`src/rtl/pkt_tx_ctrl_pkg.sv`:
```
// Shared router definitions for the output-port packet reader.
// Holds the default byte/length widths, the header length-field position
// and the reader FSM state encoding.
package pkt_tx_ctrl_pkg;

  localparam int DATA_WIDTH_DEF = 8;
  localparam int LEN_WIDTH_DEF  = 6;

  // Payload length lives in the low bits of the header byte.
  localparam int HDR_LEN_LSB = 0;
  localparam int HDR_LEN_MSB = HDR_LEN_LSB + LEN_WIDTH_DEF - 1;

  typedef enum logic [1:0] {
    ST_IDLE  = 2'd0,
    ST_SEND  = 2'd1,
    ST_DRAIN = 2'd2,
    ST_GAP   = 2'd3
  } tx_state_e;

endpackage

```
`src/rtl/pkt_tx_ctrl_if.sv`:
```
// FIFO read side plus output channel of one router port.
//   fifo_data/fifo_empty/fifo_pop : first-word fall-through FIFO head
//   tx_data/tx_valid/tx_ready     : output valid/ready channel
//   tx_sop/tx_eop                 : header / CRC beat markers
// master: the packet reader; slave: the FIFO + sink side.
interface pkt_tx_ctrl_if
  import pkt_tx_ctrl_pkg::*;
#(
  parameter int DATA_WIDTH = DATA_WIDTH_DEF
) ();

  logic [DATA_WIDTH-1:0] fifo_data;
  logic                  fifo_empty;
  logic                  fifo_pop;
  logic [DATA_WIDTH-1:0] tx_data;
  logic                  tx_valid;
  logic                  tx_ready;
  logic                  tx_sop;
  logic                  tx_eop;

  modport master (
    input  fifo_data, fifo_empty, tx_ready,
    output fifo_pop, tx_data, tx_valid, tx_sop, tx_eop
  );

  modport slave (
    output fifo_data, fifo_empty, tx_ready,
    input  fifo_pop, tx_data, tx_valid, tx_sop, tx_eop
  );

endinterface

```
`src/rtl/pkt_tx_ctrl.sv`:
```
// Output-port packet reader. Pops whole packets (header, L payload bytes,
// CRC) from the port FIFO and streams them through a one-beat output
// register with valid/ready, marking sop/eop, inserting IFG_CYCLES idle
// cycles after each packet and counting transmitted packets.
// Ports:
//   clk, rst_n  : clock, async active-low reset
//   bus         : FIFO head + output channel (master modport)
//   pkt_done    : one-cycle pulse after the eop beat is accepted
//   pkt_cnt     : packets fully transmitted, wraps
module pkt_tx_ctrl
  import pkt_tx_ctrl_pkg::*;
#(
  parameter int DATA_WIDTH = DATA_WIDTH_DEF,
  parameter int LEN_WIDTH  = LEN_WIDTH_DEF,
  parameter int IFG_CYCLES = 0,
  parameter int CNT_WIDTH  = 16
) (
  input  logic                 clk,
  input  logic                 rst_n,
  pkt_tx_ctrl_if.master        bus,
  output logic                 pkt_done,
  output logic [CNT_WIDTH-1:0] pkt_cnt
);

  // rem carries one extra bit so L = 2^LEN_WIDTH-1 plus the CRC fits.
  localparam int RW      = LEN_WIDTH + 1;
  localparam int GW      = (IFG_CYCLES > 1) ? $clog2(IFG_CYCLES) : 1;
  localparam int LEN_MSB = HDR_LEN_LSB + LEN_WIDTH - 1;
  localparam logic [GW-1:0] GAP_LAST = GW'((IFG_CYCLES > 0) ? IFG_CYCLES - 1 : 0);

  tx_state_e             state, state_nxt;
  logic [RW-1:0]         rem;
  logic [GW-1:0]         gap_cnt;
  logic [DATA_WIDTH-1:0] tx_data_q;
  logic                  tx_valid_q, tx_sop_q, tx_eop_q;
  logic                  permit, load, accept, last_beat, drain_done;

  assign permit     = (state == ST_IDLE) || (state == ST_SEND);
  assign accept     = tx_valid_q && bus.tx_ready;
  assign load       = permit && !bus.fifo_empty && (!tx_valid_q || bus.tx_ready);
  assign last_beat  = (state == ST_SEND) && (rem == RW'(1));
  assign drain_done = (state == ST_DRAIN) && accept;

  // A held reset must never advance the FIFO even though IDLE would load.
  assign bus.fifo_pop = load && rst_n;
  assign bus.tx_data  = tx_data_q;
  assign bus.tx_valid = tx_valid_q;
  assign bus.tx_sop   = tx_sop_q;
  assign bus.tx_eop   = tx_eop_q;

  always_ff @(posedge clk or negedge rst_n)
    if (!rst_n) state <= ST_IDLE;
    else        state <= state_nxt;

  always_comb begin
    state_nxt = state;
    case (state)
      ST_IDLE:  if (load) state_nxt = ST_SEND;
      ST_SEND:  if (load && last_beat) state_nxt = ST_DRAIN;
      ST_DRAIN: if (accept) state_nxt = (IFG_CYCLES > 0) ? ST_GAP : ST_IDLE;
      ST_GAP:   if (gap_cnt == GAP_LAST) state_nxt = ST_IDLE;
      default:  state_nxt = ST_IDLE;
    endcase
  end

  always_ff @(posedge clk or negedge rst_n) begin
    if (!rst_n) begin
      tx_data_q  <= '0;
      tx_valid_q <= 1'b0;
      tx_sop_q   <= 1'b0;
      tx_eop_q   <= 1'b0;
      rem        <= '0;
      gap_cnt    <= '0;
      pkt_done   <= 1'b0;
      pkt_cnt    <= '0;
    end else begin
      if (load) begin
        tx_data_q  <= bus.fifo_data;
        tx_valid_q <= 1'b1;
        if (state == ST_IDLE) begin
          tx_sop_q <= 1'b1;
          tx_eop_q <= 1'b0;
          rem      <= RW'(bus.fifo_data[LEN_MSB:HDR_LEN_LSB]) + RW'(1);
        end else begin
          tx_sop_q <= 1'b0;
          tx_eop_q <= last_beat;
          rem      <= rem - RW'(1);
        end
      end else if (accept) begin
        tx_valid_q <= 1'b0;
      end

      pkt_done <= drain_done;
      if (drain_done) pkt_cnt <= pkt_cnt + CNT_WIDTH'(1);

      // Counter is cleared while draining so every gap starts from zero.
      if (state == ST_DRAIN)    gap_cnt <= '0;
      else if (state == ST_GAP) gap_cnt <= gap_cnt + GW'(1);
    end
  end

endmodule

```
`src/flat_wrapper.sv`:
```
// flat-port wrapper written by rule: the top's interface ports become plain ports
module pkt_tx_ctrl_flat import pkt_tx_ctrl_pkg::*;
#(
  parameter int DATA_WIDTH = DATA_WIDTH_DEF,
  parameter int LEN_WIDTH  = LEN_WIDTH_DEF,
  parameter int IFG_CYCLES = 0,
  parameter int CNT_WIDTH  = 16
)
  (clk, rst_n, pkt_done, pkt_cnt, bus_fifo_data, bus_fifo_empty, bus_tx_ready, bus_fifo_pop, bus_tx_data, bus_tx_valid, bus_tx_sop, bus_tx_eop);
  pkt_tx_ctrl_if #(.DATA_WIDTH(DATA_WIDTH)) bus_i ();
  input  logic clk;
  input  logic rst_n;
  output logic pkt_done;
  output logic [CNT_WIDTH-1:0] pkt_cnt;
  input wire logic [$bits(bus_i.fifo_data)-1:0] bus_fifo_data;
  input wire logic [$bits(bus_i.fifo_empty)-1:0] bus_fifo_empty;
  input wire logic [$bits(bus_i.tx_ready)-1:0] bus_tx_ready;
  output wire logic [$bits(bus_i.fifo_pop)-1:0] bus_fifo_pop;
  output wire logic [$bits(bus_i.tx_data)-1:0] bus_tx_data;
  output wire logic [$bits(bus_i.tx_valid)-1:0] bus_tx_valid;
  output wire logic [$bits(bus_i.tx_sop)-1:0] bus_tx_sop;
  output wire logic [$bits(bus_i.tx_eop)-1:0] bus_tx_eop;
  assign bus_i.fifo_data = bus_fifo_data;
  assign bus_i.fifo_empty = bus_fifo_empty;
  assign bus_i.tx_ready = bus_tx_ready;
  assign bus_fifo_pop = bus_i.fifo_pop;
  assign bus_tx_data = bus_i.tx_data;
  assign bus_tx_valid = bus_i.tx_valid;
  assign bus_tx_sop = bus_i.tx_sop;
  assign bus_tx_eop = bus_i.tx_eop;
  pkt_tx_ctrl #(.DATA_WIDTH(DATA_WIDTH), .LEN_WIDTH(LEN_WIDTH), .IFG_CYCLES(IFG_CYCLES), .CNT_WIDTH(CNT_WIDTH)) u_core (.clk(clk), .rst_n(rst_n), .bus(bus_i), .pkt_done(pkt_done), .pkt_cnt(pkt_cnt));
endmodule
```
`config.mk`:
```
export PLATFORM = sky130hd
export DESIGN_NAME = pkt_tx_ctrl_flat
export DESIGN_NICKNAME = d
export VERILOG_FILES = /design/src/rtl/pkt_tx_ctrl_pkg.sv /design/src/rtl/pkt_tx_ctrl_if.sv /design/src/rtl/pkt_tx_ctrl.sv /design/src/flat_wrapper.sv
export SDC_FILE = /design/constraint.sdc
export NUM_CORES = 1
export LEC_CHECK = 0
export CAP_MARGIN = 30
export CORE_MARGIN = 2
export CORE_UTILIZATION = 33
export CTS_CLUSTER_SIZE = 25
export DETAILED_ROUTE_END_ITERATION = 12
export GPL_TIMING_DRIVEN = 0
export PLACE_DENSITY_LB_ADDON = 0.05
export SYNTH_ARGS = -nofsm -noshare
export SYNTH_HDL_FRONTEND = slang
export SYNTH_SLANG_ARGS = --single-unit
```
`constraint.sdc`:
```
create_clock -name clk -period 3.1 [get_ports clk]
set_clock_uncertainty 0.1 [all_clocks]
set_input_delay 0.775 -clock clk [delete_from_list [all_inputs] [get_ports clk]]
set_output_delay 0.775 -clock clk [all_outputs]
set_load 0.03 [all_outputs]
```
### Yosys cells after proc, flatten, opt, wreduce, memory -nomap -nowiden

Cells that the tools add are included.

| storage, ports and cells | value |
|---|---|
| input bits | 12 |
| register bits | 38 |
| output and inout bits | 29 |
| word-level logic and storage cells | 48 |

| operators by class | value |
|---|---|
| equal/unequal tests | 8 |
| reductions and logical operators | 15 |
| multiplexer cells | 12 |
| $add $sub $neg | 4 |

Operator list:

| operator | count |
|---|---|
| 16-bit by 1-bit adder with 16-bit output, second input constant | 1 |
| 2-bit 2-to-1 mux | 4 |
| 2-bit case mux with 4 select lines | 1 |
| 6-bit by 1-bit adder with 7-bit output, second input constant | 1 |
| 7-bit by 1-bit == test with 1-bit output, second input constant | 1 |
| 1-bit logical AND | 7 |
| 7-bit 2-to-1 mux | 1 |
| 7-bit by 1-bit subtractor with 7-bit output, second input constant | 1 |
| 1-bit 2-to-1 mux | 6 |
| 2-bit == test, second input constant | 2 |
| 2-bit by 1-bit inequality test with 1-bit output, second input constant | 2 |
| 2-bit inequality test, second input constant | 2 |
| 4-bit AND reduction | 1 |
| 2-bit nonzero test | 2 |
| 2-bit by 1-bit == test with 1-bit output, second input constant | 1 |
| 1-bit logical NOT | 2 |
| 2-bit logical NOT | 1 |
| 1-bit logical OR | 2 |
| 1-bit adder, second input constant | 1 |

### Logic depth before layout (Yosys ltp)

| logic depth | value |
|---|---|
| depth after elaboration | 7 |
| depth in mapped cells | 6 |
| mapped depth without buffers | 6 |

### Worst setup path before layout

Ideal clock, no wire load.

| timing | value |
|---|---|
| kind | input -> output |
| from | input bus_tx_ready |
| to | output bus_fifo_pop |
| path buffers | 0 |
| data arrival time | 1.419 ns |
| data required time | 2.225 ns |
| cell stages on the path | 3 |
| path slack | 0.806 ns |
| cell sequence | nor2b_2 -> nor3_2 -> and2_1 |

| between the ends | value |
|---|---|
| word-level cells in the longest chain between the ends | 3 |

RTL lines:

| item | RTL line | text |
|---|---|---|
| start, declared | flat_wrapper.sv:17 | `input wire logic [$bits(bus_i.tx_ready)-1:0] bus_tx_ready;` |
| 1-bit logical OR | pkt_tx_ctrl.sv:40 | `assign load = permit && !bus.fifo_empty && (!tx_valid_q \|\| bus.tx_ready);` |
| 1-bit logical AND | pkt_tx_ctrl.sv:40 |  |
| 1-bit logical AND | pkt_tx_ctrl.sv:45 | `assign bus.fifo_pop = load && rst_n;` |
| end, declared | flat_wrapper.sv:18 | `output wire logic [$bits(bus_i.fifo_pop)-1:0] bus_fifo_pop;` |

Every way passes these cells.

### Worst setup path after layout

Same ends and word-level chain as after synthesis.

==> results.toml <==
[grt]
grt-ovfl-total = 0
grt_max_degree = 40
grt_pass1_wl_um = 7380
grt_pass1_vias = 1584
antenna_found_initial = 0
grt_usage_pct = 14.8

[synthesis]
synth_top_cell_area_share_pct = 50.8
synthesis.nets = 198
ys_types = 41
seq_area_frac_synth_pct = 50.8
avgSynthCellArea_um2 = 10.3
synth_cells = 182
ys.flop_type = "dfrtp_1"
synthArstFlopShare_pct = 100
synth_edf_count = 0
netlist_area_um2 = 1870
ys_ff_latch = 38
synth_top_cell_by_area = "dfrtp_1"
ys_warn_count = 0
ys_top_cells_by_area = "dfrtp_1, nand2_1, xnor2_1"

[pwr]
p_int_mw = 1.02
p_leak_nw = 1.11
vdd_drop_max_mv = 0.311
power_density_nw_per_um2 = 620
p_clk_share_pct = 27.9
power.switching_uw = 524
swShare_pct = 34.0
p_seq_share_pct = 42.8
finalPower_mw = 1.54
pwr-share-comb_pct = 29.3

[worst_setup_path]
critical-path-slowest-cell = "clkdlybuf4s50_1"
crit_path_end_kind = "primary output"
critPathMaxStageDelay_ns = 0.57
worstPathRequired_ns = 2.22
path_class = "input port to primary output"
worstPathCellList = "clkdlybuf4s50_1 -> nor2b_2 -> nor3_4 -> and2_1 -> clkdlybuf4s15_2"
critPathMaxFanout = 4
worstPathArrival_ns = 2.08
crit_path_start_kind = "input port"

[cts]
holdBufCountCts = 0
cts_tree = "done"
cts_sinks = 38
cts_buffers = 5
h-tree-depth = 2
clock_tree.root_cell = "clkbuf_8"
clk_latency_ns = 0.29
cts_buffer_depth = 2
path_clk_slew_ns = 0.08

[floorplan]
die_width_um = 79.3
die_h_um = 79.3
ios = 41
dieArea_um2 = 6290
fp.coreArea_um2 = 5510
start_util_pct = 34.0
rows = 27

[final_layout]
layout.nets = 246
stdcell_count = 303
multiInputGateArea_um2 = 865
register_area_um2 = 951
antenna_cells = 0
fill_cells = 540
postLayoutCellArea_um2 = 2490
syn2layout_area_growth_pct = 32.8
drive_above_1_share_pct = 10.4

[drt]
drc_errors = 0
viasPerCell = 4.90
wl_per_cell_um = 13.5
dr.first_iter.drc_count = 48
drtPass1Iterations = 4
wl_um = 4100
num_vias = 1484
final_antenna_net_count = 0

[run]
cap_violations = 0

[timing]
finalMaxSlewViolations = 0
max_slew_margin_pct = 43.0
hold_viol = 0
setup_viol = 0
tightest_slew_ns = 0.855
tns_ns = 0
hold_ws_ns = 0.377
rsz0062_at_grt = "no"
finalCritPeriodShare_pct = 95.3
fmax_mhz = 338
finalCriticalPeriod_ns = 2.95

[place]
gp_congestion = 0.774
place_hpwl_um = 3010
io_buffers = 40
dp.cells = 294
placed_cell_area_um2 = 2360

[status]
status = "finished, final reports clean"

[worst_hold_path]
hp-class = "flip-flop to flip-flop"
-- final cells by class --
class | count | area share (%)
Clock buffer | 5 | 2.77
Sequential cell | 38 | 38.2
Inverter | 6 | 0.905
Timing Repair Buffer | 41 | 16.2
Clock inverter | 3 | 1.81
Multi-Input combinational cell | 132 | 34.8
Buffer | 6 | 1.66
Tap cell | 72 | 3.62
-- placed cells by master (no fill, tap or decap), types with 3 or more instances in the layout --
cell type / synthesis / final
nor2_1: 6 / 6
nor4_1: 4 / 4
nor3_1: 6 / 6
nand3_1: 10 / 10
nand2_1: 35 / 35
xnor2_1: 13 / 13
ha_1: 4 / 4
a21oi_1: 4 / 4
clkbuf_8: 0 / 5
nand4_1: 6 / 6
clkbuf_1: 3 / 3
dfrtp_1: 38 / 38
inv_1: 5 / 5
xor2_1: 6 / 6
clkdlybuf4s50_1: 0 / 38
a211o_1: 3 / 3
o21ai_0: 6 / 6
-- through the flow --
stage | setup WS [ns] | util, %
global placement | -1.26 | 42.9
global route | 0.0652 | 45.2
detailed placement | -0.465 | 42.8
CTS | 0.0221 | 45.0
finish | 0.145 | 45.2
floorplan | 0.806 | -
-- flip-flops by register name, indices dropped and copies added (netlist names) --
register	count
u_core.bus.tx_valid	1
u_core.pkt_cnt	16
u_core.state	2
u_core.pkt_done	1
u_core.bus.tx_sop	1
u_core.bus.tx_eop	1
u_core.gap_cnt	1
u_core.bus.tx_data	8
u_core.rem	7
-- cells by family (layout without fill, tap and decap cells) --
| logic type | after synthesis | count (layout) | synth area share [%] |
|---|---|---|---|
| xor+xnor | 19 | 19 | 8.88 |
| simple gates | 83 | 83 | 24.6 |
| flops | 38 | 38 | 50.8 |
| fa+ha+maj | 4 | 4 | 2.67 |
| buf+inv | 12 | 61 | 3.41 |
| compound gates | 26 | 26 | 9.69 |
-- cell usage after synthesis (2+ instances only) --
| cell type | n |
|---|---|
| nand2b_1 | 2 |
| dfrtp_1 | 38 |
| ha_1 | 4 |
| nor2_1 | 6 |
| xor2_1 | 6 |
| nand2_1 | 35 |
| clkbuf_1 | 3 |
| o21ai_1 | 2 |
| a211o_1 | 3 |
| nor3_2 | 2 |
| inv_1 | 5 |
| nand3_1 | 10 |
| xnor2_1 | 13 |
| nor3_1 | 6 |
| a21o_1 | 2 |
| and3_1 | 2 |
| a21oi_1 | 4 |
| nand4_1 | 6 |
| nor4_1 | 4 |
| o21ai_0 | 6 |
| o21bai_1 | 2 |
| buf_6 | 2 |
-- worst max-delay path, delay by kind of cell --
kind / cells / cell delay (ns)
and+or+nand+nor: 3 / 0.43
buffers and inverters: 2 / 0.87
-- power by group through the flow --
stage               Combinational, mW  Clock, mW  Sequential [mW]
floorplan                       0.248          0            0.711
global placement                0.444          0            0.669
detailed placement              0.452          0            0.671
CTS                             0.455      0.446            0.662
global route                    0.502      0.468            0.677
finish                          0.451      0.430            0.660
-- worst paths after layout --
kind / endpoint / start / cells after the start / slack, ns
max: bus_fifo_pop / bus_tx_ready / 5 / 0.15
min: u_core.pkt_cnt[15] / u_core.pkt_cnt[15] / 1 / 0.38
min in group asynchronous: u_core.rem[3] / rst_n / 1 / 0.49
max in group asynchronous: u_core.pkt_cnt[13] / rst_n / 1 / 1.88
min reg2reg: u_core.pkt_cnt[15] / u_core.pkt_cnt[15] / 1 / 0.38
max reg2reg: u_core.rem[3] / u_core.state[0] / 4 / 1.34
-- repair_timing --
item	CTS	global route
resized for setup	4	0
setup buffers	0	1
endpoints found under the setup margin	1	1
pin swaps	0	1
-- layer usage --
layer | routed length (um) | vias to the layer above | track usage (%)
li1 | - | 730 | -
met1 | 1950 | 716 | 19.5
met2 | 1950 | 33 | 23.5
met3 | 155 | 5 | 3.75
met4 | 42 | 0 | 5.52
met5 | 0 | - | 0
Power figures use the tool's default switching activity.
